--- config.mk ---
export PLATFORM = sky130hd
export DESIGN_NAME = alu_arbiter
export DESIGN_NICKNAME = d
export VERILOG_FILES = /design/src/rtl/alu_arbiter.sv
export SDC_FILE = /design/constraint.sdc
export NUM_CORES = 1
export LEC_CHECK = 0
export ABC_AREA = 1
export CAP_MARGIN = 20
export CORE_MARGIN = 2
export CORE_UTILIZATION = 40
export DETAILED_ROUTE_END_ITERATION = 6
export DONT_BUFFER_PORTS = 1
export PLACE_DENSITY = 0.56
export SLEW_MARGIN = 10
export SYNTH_ARGS = -nofsm -noshare
export SYNTH_HDL_FRONTEND = slang
export SYNTH_SLANG_ARGS = --single-unit
--- constraint.sdc ---
create_clock -name clk -period 4.8 [get_ports clk]
set_clock_uncertainty 0.05 [all_clocks]
set_input_delay 0.96 -clock clk [delete_from_list [all_inputs] [get_ports clk]]
set_output_delay 0.96 -clock clk [all_outputs]
set_load 0.05 [all_outputs]
--- src/rtl/alu_arbiter.sv ---
// Round-robin arbiter sharing one 4-bit, 8-op ALU between two valid/ready requesters.
// One command in flight: IDLE accepts, EXEC evaluates and registers, RESP holds until accepted.
module alu_arbiter #(
    parameter int CNT_W = 8
) (
    input  logic             clk,
    input  logic             rst,
    input  logic             req0_valid,
    output logic             req0_ready,
    input  logic [2:0]       req0_sel,
    input  logic [3:0]       req0_a,
    input  logic [3:0]       req0_b,
    input  logic             req1_valid,
    output logic             req1_ready,
    input  logic [2:0]       req1_sel,
    input  logic [3:0]       req1_a,
    input  logic [3:0]       req1_b,
    output logic             resp_valid,
    input  logic             resp_ready,
    output logic             resp_id,
    output logic [3:0]       resp_out,
    output logic             resp_carry,
    output logic             resp_err,
    output logic             busy,
    output logic [CNT_W-1:0] op_count
);

    typedef enum logic [1:0] {IDLE, EXEC, RESP} state_t;

    state_t             state_q, state_d;
    logic               last_grant_q, last_grant_d;
    logic [2:0]         sel_q, sel_d;
    logic [3:0]         a_q, a_d, b_q, b_d;
    logic               id_q, id_d;
    logic [3:0]         out_q, out_d;
    logic               carry_q, carry_d, err_q, err_d, rid_q, rid_d;
    logic [CNT_W-1:0]   cnt_q, cnt_d;

    logic [3:0] alu_out;
    logic       alu_carry, alu_err;
    logic [4:0] sum5, diff5;

    // Zero-extended 5-bit forms: bit 4 is the carry (add) or the borrow, i.e. a<b (sub).
    assign sum5  = {1'b0, a_q} + {1'b0, b_q};
    assign diff5 = {1'b0, a_q} - {1'b0, b_q};

    // NOTE: every always_comb output gets a default first so no path leaves it unassigned (no latch).
    always_comb begin
        alu_out   = 4'h0;
        alu_carry = 1'b0;
        alu_err   = 1'b0;
        case (sel_q)
            3'b000: {alu_carry, alu_out} = sum5;
            3'b001: {alu_carry, alu_out} = diff5;
            3'b010: if (b_q == 4'h0) begin alu_out = 4'hF; alu_err = 1'b1; end
                    else alu_out = a_q / b_q;
            3'b011: if (b_q == 4'h0) begin alu_out = 4'hF; alu_err = 1'b1; end
                    else alu_out = a_q % b_q;
            3'b100: alu_out = a_q | b_q;
            3'b101: alu_out = a_q & b_q;
            3'b110: alu_out = a_q ^ b_q;
            default: alu_out = ~a_q;
        endcase
    end

    // The requester not served last wins a tie; ready never looks at resp_ready.
    assign req0_ready = (state_q == IDLE) && req0_valid && (!req1_valid || last_grant_q);
    assign req1_ready = (state_q == IDLE) && req1_valid && (!req0_valid || !last_grant_q);

    always_comb begin
        state_d      = state_q;
        last_grant_d = last_grant_q;
        sel_d        = sel_q;
        a_d          = a_q;
        b_d          = b_q;
        id_d         = id_q;
        out_d        = out_q;
        carry_d      = carry_q;
        err_d        = err_q;
        rid_d        = rid_q;
        cnt_d        = cnt_q;
        case (state_q)
            IDLE: begin
                if (req0_ready) begin
                    {sel_d, a_d, b_d} = {req0_sel, req0_a, req0_b};
                    id_d         = 1'b0;
                    last_grant_d = 1'b0;
                    state_d      = EXEC;
                end else if (req1_ready) begin
                    {sel_d, a_d, b_d} = {req1_sel, req1_a, req1_b};
                    id_d         = 1'b1;
                    last_grant_d = 1'b1;
                    state_d      = EXEC;
                end
            end
            EXEC: begin
                out_d   = alu_out;
                carry_d = alu_carry;
                err_d   = alu_err;
                rid_d   = id_q;
                state_d = RESP;
            end
            RESP: begin
                if (resp_ready) begin
                    cnt_d   = cnt_q + CNT_W'(1);
                    state_d = IDLE;
                end
            end
            default: state_d = IDLE;
        endcase
    end

    // NOTE: sequential state uses non-blocking assignments so all registers update together at the edge.
    always_ff @(posedge clk) begin
        if (rst) begin
            state_q      <= IDLE;
            last_grant_q <= 1'b1;
            sel_q        <= 3'b000;
            a_q          <= 4'h0;
            b_q          <= 4'h0;
            id_q         <= 1'b0;
            out_q        <= 4'h0;
            carry_q      <= 1'b0;
            err_q        <= 1'b0;
            rid_q        <= 1'b0;
            cnt_q        <= '0;
        end else begin
            state_q      <= state_d;
            last_grant_q <= last_grant_d;
            sel_q        <= sel_d;
            a_q          <= a_d;
            b_q          <= b_d;
            id_q         <= id_d;
            out_q        <= out_d;
            carry_q      <= carry_d;
            err_q        <= err_d;
            rid_q        <= rid_d;
            cnt_q        <= cnt_d;
        end
    end

    assign resp_valid = (state_q == RESP);
    assign busy       = (state_q != IDLE);
    assign resp_id    = rid_q;
    assign resp_out   = out_q;
    assign resp_carry = carry_q;
    assign resp_err   = err_q;
    assign op_count   = cnt_q;

endmodule
* After elaboration in Yosys (flattened, before gate mapping)
Index checks and enable logic that the tools add are counted.
** Cells by class
- Add/sub/neg operators :: 3
- Divide/modulo/power cells :: 2
- Equality and inequality tests :: 10
- Mux-type cells :: 18
- Bitwise gates (word level) :: 4
- Reductions and logical operators :: 18
** Operators by type and width (number)
- $pmux W4 S7 :: 1
- $mux W4 :: 6
- $eq A3 B3 Y1 const B :: 3
- $add A8 B1 Y8 const B :: 1
- $eq A3 B2 Y1 const B :: 2
- $mux W2 :: 3
- $mux W3 :: 2
- $pmux W2 S3 :: 1
- $reduce_and A2 Y1 :: 3
- $add A4 B4 Y5 :: 1
- $sub A4 B4 Y5 :: 1
- $and A4 B4 Y4 :: 1
- $div A4 B4 Y4 :: 1
- $logic_and A1 B1 Y1 :: 4
- $logic_not A4 Y1 :: 1
- $mod A4 B4 Y4 :: 1
- $mux W1 :: 4
- $not A4 Y4 :: 1
- $or A4 B4 Y4 :: 1
- $reduce_bool A2 Y1 :: 2
- $xor A4 B4 Y4 :: 1
- $eq A3 B1 Y1 const B :: 1
- $logic_not A1 Y1 :: 3
- $logic_not A3 Y1 :: 1
- other kinds (8) :: 9
** Storage, ports and cells
- Register bits after elaboration :: 30

* Logic depth before layout (Yosys ltp)
Gate-level depths: netlist (run 1).
- Word-level depth :: 6
- Mapped depth :: 34
- Gate-level depth less buffers :: 34

* Worst setup path after synthesis (run 1)
No wires, ideal clock.
- Kind :: flip-flop to flip-flop
- From :: register b_q[0]
- To :: register out_q[1] (netlist: resp_out[1])
- Setup time :: 0.132 ns
- Data arrival time :: 3.725 ns
- Setup slack :: 0.893 ns
- Cell stages (with the launch flop) :: 33
- Period minus slack after synthesis :: 3.907 ns
- Cell sequence :: dfxtp_1 > inv_1 > ha_1 > inv_1 > nand2_1 > nand3_1 > nand2_1 > nand2_1 > inv_1 > ha_1 > nand2_1 > nand3_1 > nand2_1 > nand2_1 > o21ai_1 > ha_1 > nand2_1 > nand2_1 > nand2_1 > nand2_1 > nor2_2 > nand3_1 > nand2_1 > inv_1 > ha_1 > a21oi_1 > nand3_1 > nor2_1 > inv_1 > o21ai_1 > nand2_1 > nand2_1 > a21oi_1
** On the way
- Cells in the longest elaborated chain, start to end :: 3
** Ends and longest elaborated chain
- from (decl) :: RTL line 33 : logic [3:0] a_q, a_d, b_q, b_d;
- from (signal assigned) :: RTL line 120 : b_q <= 4'h0;
- from (signal assigned) :: RTL line 132 : b_q <= b_d;
- $mod A4 B4 Y4 (tied with other cells) :: RTL line 58 : else alu_out = a_q % b_q;
- $mux W4 (on tied branches) :: RTL line 57, 55
- $pmux W4 S7 * :: RTL line 52 : case (sel_q)
- to (signal assigned) :: RTL line 134 : out_q <= out_d;
- to (decl) :: RTL line 35 : logic [3:0] out_q, out_d;
Every way passes the cells marked *; elsewhere a longest branch is shown, timed or not.
A chain may end at the register's enable or synchronous reset.

* Worst setup path in the final report (run 1)
Ends and elaborated chain as after synthesis.

==> impl_metrics.ini, run 1 <==
[logic_synthesis]
synth_common_cells = nand2_1 (79), inv_1 (53), nor2_1 (33)
synthCells = 343
synth_edf_count = 0
synth.area.top_cells = dfxtp_1 (26%), nand2_1 (13%), ha_1 (13%), inv_1 (8.7%), a21oi_1 (7.0%)
synth_top_family_by_area = simple AND/OR/NAND/NOR gates
yosysTopAreaCell = dfxtp_1
yosysMostFrequentCell = nand2_1
synth_mux_area_share_pct = 0
synth-simple-area-share_pct = 28.7
synth-compound-area-share_pct = 18.0
yosysWarnings = 0
yosysTopAreaCellShare_pct = 26.3
netlist_area_mm2 = 0.00228
ys_ff_latch = 30
synth-xor-area-share_pct = 1.54
synth_seq_area_share_pct = 26.3
synth_cell_types = 31
synth_fp_nets = 396
synth_ff_type = dfxtp_1
async_reset_ff_share_pct = 0
synth-adder-area-share_pct = 15.2
synth.avg_cell_area_um2 = 6.65

[floorplanning]
die_h_um = 79.5
io_pins = 46
start_util_pct = 41.4
rows = 27
dieArea_mm2 = 0.00633
die_width_um = 79.5
fp.coreArea_mm2 = 0.00551

[grt]
grt_usage_pct = 19.3
grt.overflow.total = 0
antenna_found_initial = 0
grt_pass1_wl_mm = 9.58
grt_pass1_vias = 2049
grt_max_degree = 22

[detailed_routing]
drtIter0Drc = 75
num_vias = 2191
via_per_inst = 5.25
drc_errors = 0
wl_per_cell_um = 14.0
routed_wl_mm = 5.86
firstDrtPassIters = 4
ant_nets = 0

[critical_path]
path_class = reg -> reg
reg2reg_setup_slack_ns = 0.52
cp_slowest_stage_delay_ns = 0.37
crit_arrival_ns = 4.40
rr_startpoint = b_q[0]
end_kind = register
path_common_cell = nand2_1
required_ns = 4.92
slowest_stage = dfxtp_2
r2r_end = resp_out[1]
crit_fanout = 6
rr_worst_depth = 32
cp-start-kind = register

[sta]
tightest_slew_ns = 0.937
max_freq_ghz = 0.234
min_period_over_period_pct = 89.2
fin_ws_ns = 0.520
maxSlewHeadroom_pct = 37.3
hold_ws_ns = 0.416
rsz0062_at_grt = no
finalHoldViolCount = 0
setup_tns_ns = 0
period_needed_ns = 4.28
setup_viol = 0
finalMaxSlewViolations = 0

[clock_network]
cts_htree_levels = 2
post_cts_buffers = 0
numCtsBuffers = 5
postCtsHoldBufs = 0
clock_path_buffers = 2
clk_latency_ns = 0.28
cts_tree = yes
cts_sinks = 30
cts.clk_slew.worst_paths_ns = 0.06
cts_root_buffer = clkbuf_8

[power_and_ir_drop]
leakage_nw = 1.18
powerDensity_mw_per_mm2 = 510
ir_drop_mv = 0.255
finalPower_mw = 1.26

[cells_and_area]
nNetsFinal = 398
syn2layout_area_growth_pct = 8.22
layout-drive-gt1-share_pct = 5.22
final_util_pct = 44.9
n_antenna_cell = 0

[hold_path]
hp-start = id_q
holdPathEnd = id_q
worstHoldPathType = reg -> reg
holdPathStages = 2

[placed_design]
hpwlAfterDp_mm = 4.68
gp_congestion = 0.918
dp_slack_ns = 0.393
io_buffers = 0

[outcome]
status = finished clean

[run]
max_cap_viol_count = 0
-- per-layer routing --
layer	vias to the layer above	wire (um)	global-route usage (%)
met5	-	0	0
met4	0	136	7.59
met3	13	224	3.39
met2	55	2570	30.3
li1	1140	-	-
met1	983	2930	26.2
-- cell usage in the layout (no fill, tap or decap), types with 4 or more instances in the layout --
cell type  instances
nand2_1           79
inv_1             52
nor2_1            32
a21oi_1           32
dfxtp_1           29
nand3_1           26
ha_1              23
o21ai_0           14
o221ai_1           9
clkbuf_8           6
o21ai_1            4
a31oi_1            4
-- registers in the layout (all words and copies together), names as in the netlist --
register,cells
resp_id,1
resp_carry,1
resp_out,4
op_count,8
state_q,2
id_q,1
a_q,4
b_q,4
resp_err,1
sel_q,3
last_grant_q,1
-- power by group --
part           switching (mW)  total (mW)  leakage, nW  internal [mW]
clock network          0.0889       0.255       0.0573          0.166
logic                   0.430       0.668        0.873          0.239
registers              0.0623       0.337        0.246          0.274
-- worst max-delay path: cells and delay by family (launching register included) --
kind	cells	cell delay (ns)
buffers and inverters	5	0.31
adder cells (fa/ha/maj)	4	1.23
AO/OA/AOI/OAI	4	0.48
flip-flops	1	0.37
AND/OR/NAND/NOR	19	1.71
-- final cells by class --
class / count / area [um^2]
sequential: 30 / 602
timing repair buffer: 1 / 7.51
clock inverter: 1 / 30.0
clock buffer: 6 / 82.6
tap: 72 / 90.1
inverter: 55 / 206
fill: 596 / 3040
multi-input combinational: 252 / 1450
-- repair_timing --
action / CTS / global route
hold endpoints to repair: 0 / 0
endpoints found under the setup margin: 0 / 4
resized for setup: 0 / 4
-- per-stage QoR --
stage	instance area, um^2	cells
4_1_cts	2470	417
3_5_place_dp	2350	410
5_1_grt	2470	417
2_1_floorplan	2280	343
3_3_place_gp	2350	410
6_report	2470	417
-- how the worst max path moves through the flow --
stage | start | endpoint | slack [ns] | cells past startpoint
2_1_floorplan | b_q[0] | resp_out[1] | 0.89 | 32
3_3_place_gp | b_q[0] | resp_out[1] | 0.49 | 32
3_5_place_dp | b_q[0] | resp_out[1] | 0.39 | 32
4_1_cts | b_q[0] | resp_out[1] | 0.39 | 32
5_1_grt | a_q[3] | resp_out[1] | 0.03 | 31
6_report | b_q[0] | resp_out[1] | 0.52 | 32
-- cell families after synthesis --
family / count (synthesis)
flops: 30
buf+inv: 61
compound gates: 71
simple gates: 151
xor+xnor: 4
fa+ha+maj: 26
No activity file was read; power rests on OpenSTA's default activity.
==> run 2, diff against run 1 <==
- CORE_MARGIN: 2 -> not set
==> run 2 against run 1 <==
Effect of this change:
- clock power is 17% lower
- critical endpoint unchanged
- via count grew 1.0%
- register-to-register slack is essentially flat
- worst setup slack worse by 0.0052 ns
- cell area is 0.71% lower
- sequential cell count did not move
- sequential share of layout area up 0.17 points
- critical path depth stayed put
- core utilization shrank 0.32 points
- global-route usage rose by 1.3 points
- cell count increased by 0.24%
==> impl_metrics.ini, run 2 (same netlist as run 1, synthesis figures left out) <==
[outcome]
status = finished clean

[clock_network]
numCtsBuffers = 5
postCtsHoldBufs = 0
cts_sinks = 30
cts.clk_slew.worst_paths_ns = 0.07
clock_path_buffers = 2
cts_htree_levels = 2
cts_tree = yes
cts_root_buffer = clkbuf_8
clk_latency_ns = 0.28

[power_and_ir_drop]
p_seq_share_pct = 27.8
comb_power_share_pct = 54.9
ir_drop_mv = 0.228
p_sw_share_pct = 48.4
p_int_mw = 0.627
leakage_nw = 1.17
powerDensity_mw_per_mm2 = 495
clkPwrFrac_pct = 17.4
p_sw_mw = 0.587

[critical_path]
slowest_stage = dfxtp_2
crit_arrival_ns = 4.41
crit_fanout = 6
cp_slowest_stage_delay_ns = 0.37
cp-start-kind = register
required_ns = 4.92
end_kind = register
path_common_cell = nand2_1
path_class = reg -> reg

[cells_and_area]
syn2layout_area_growth_pct = 7.46
largest_register_ffs = 8
final_cell_mix = nand2_1 (79), inv_1 (52), nor2_1 (32), a21oi_1 (32), dfxtp_1 (29)
final_common_cell = nand2_1
nNetsFinal = 398
final_util_pct = 44.5
n_antenna_cell = 0
layout-drive-gt1-share_pct = 5.49

[run]
max_cap_viol_count = 0

[detailed_routing]
drtIter0Drc = 97
via_per_inst = 5.29
ant_nets = 0
wl_per_cell_um = 13.9
num_vias = 2213
routed_wl_mm = 5.83
drc_errors = 0
firstDrtPassIters = 5

[placed_design]
hpwlAfterDp_mm = 4.69
io_buffers = 0
gp_congestion = 0.902
dp_slack_ns = 0.359

[grt]
grt_pass1_wl_mm = 9.66
antenna_found_initial = 0
grt_pass1_vias = 2066
grt_max_degree = 22
grt_usage_pct = 20.6
grt.overflow.total = 0

[sta]
setup_tns_ns = 0
period_needed_ns = 4.29
maxSlewHeadroom_pct = 37.9
fin_ws_ns = 0.514
setup_viol = 0
hold_ws_ns = 0.415
min_period_over_period_pct = 89.3
finalHoldViolCount = 0
max_freq_ghz = 0.233
finalMaxSlewViolations = 0
tightest_slew_ns = 0.927
rsz0062_at_grt = no

[floorplanning]
die_h_um = 77.5
io_pins = 46
fp.coreArea_mm2 = 0.00551
start_util_pct = 41.4
die_width_um = 77.5
dieArea_mm2 = 0.00601
rows = 27

[hold_path]
worstHoldPathType = reg -> reg
[run 2: cell types whose count changed in the layout (fill, tap and decap cells not counted), sizes merged]
cell and delta:
bufinv -1, clkinv +1, clkinvlp +1
[run 2: layout make-up]
class | count | area [um^2]
fillers | 610 | 3050
clock inverters | 2 | 12.5
multi-input cells | 252 | 1450
flip-flops and latches | 30 | 602
inverters | 55 | 206
repair buffers | 1 | 7.51
clock buffers | 6 | 82.6
well taps | 72 | 90.1
[run 2: routing by layer]
layer	up-vias	track usage, %	wire [um]
li1	1142	-	-
met2	85	33.8	2630
met1	977	27.1	2740
met4	0	6.60	78
met3	9	3.65	378
met5	-	0	0
[run 2: final timing paths]
| kind | to | cells past startpoint | startpoint | slack (ns) |
|---|---|---|---|---|
| setup / recovery | resp_out[1] | 32 | b_q[0] | 0.51 |
| hold reg to reg | id_q | 2 | id_q | 0.42 |
| hold / removal | id_q | 2 | id_q | 0.42 |
| setup reg to reg | resp_out[1] | 32 | b_q[0] | 0.51 |
[run 2: stage by stage]
step                power [mW]  cells  area, um^2
finish                    1.21    418        2450
global placement         0.999    410        2350
CTS                       1.21    418        2450
floorplan                0.857    343        2280
global route              1.33    418        2450
detailed placement       0.994    410        2350
[run 2: what timing repair did]
| action | CTS | global route |
|---|---|---|
| resized for setup | 0 | 3 |
| setup buffers | 0 | 0 |
| setup endpoints to repair | 0 | 4 |
[run 2: power by group through the flow]
stage | combinational (mW) | sequential (mW) | clock [mW]
finish | 0.666 | 0.337 | 0.211
global route | 0.764 | 0.341 | 0.228
CTS | 0.657 | 0.337 | 0.219
detailed placement | 0.652 | 0.342 | 0
global placement | 0.657 | 0.342 | 0
floorplan | 0.529 | 0.328 | 0
[run 2: worst max-delay path, delay by kind of cell, from the launching register on]
family	cells	cell delay, ns
AO/OA/AOI/OAI	4	0.48
AND/OR/NAND/NOR	19	1.75
buffers and inverters	5	0.32
flip-flops	1	0.37
adder cells (fa/ha/maj)	4	1.23
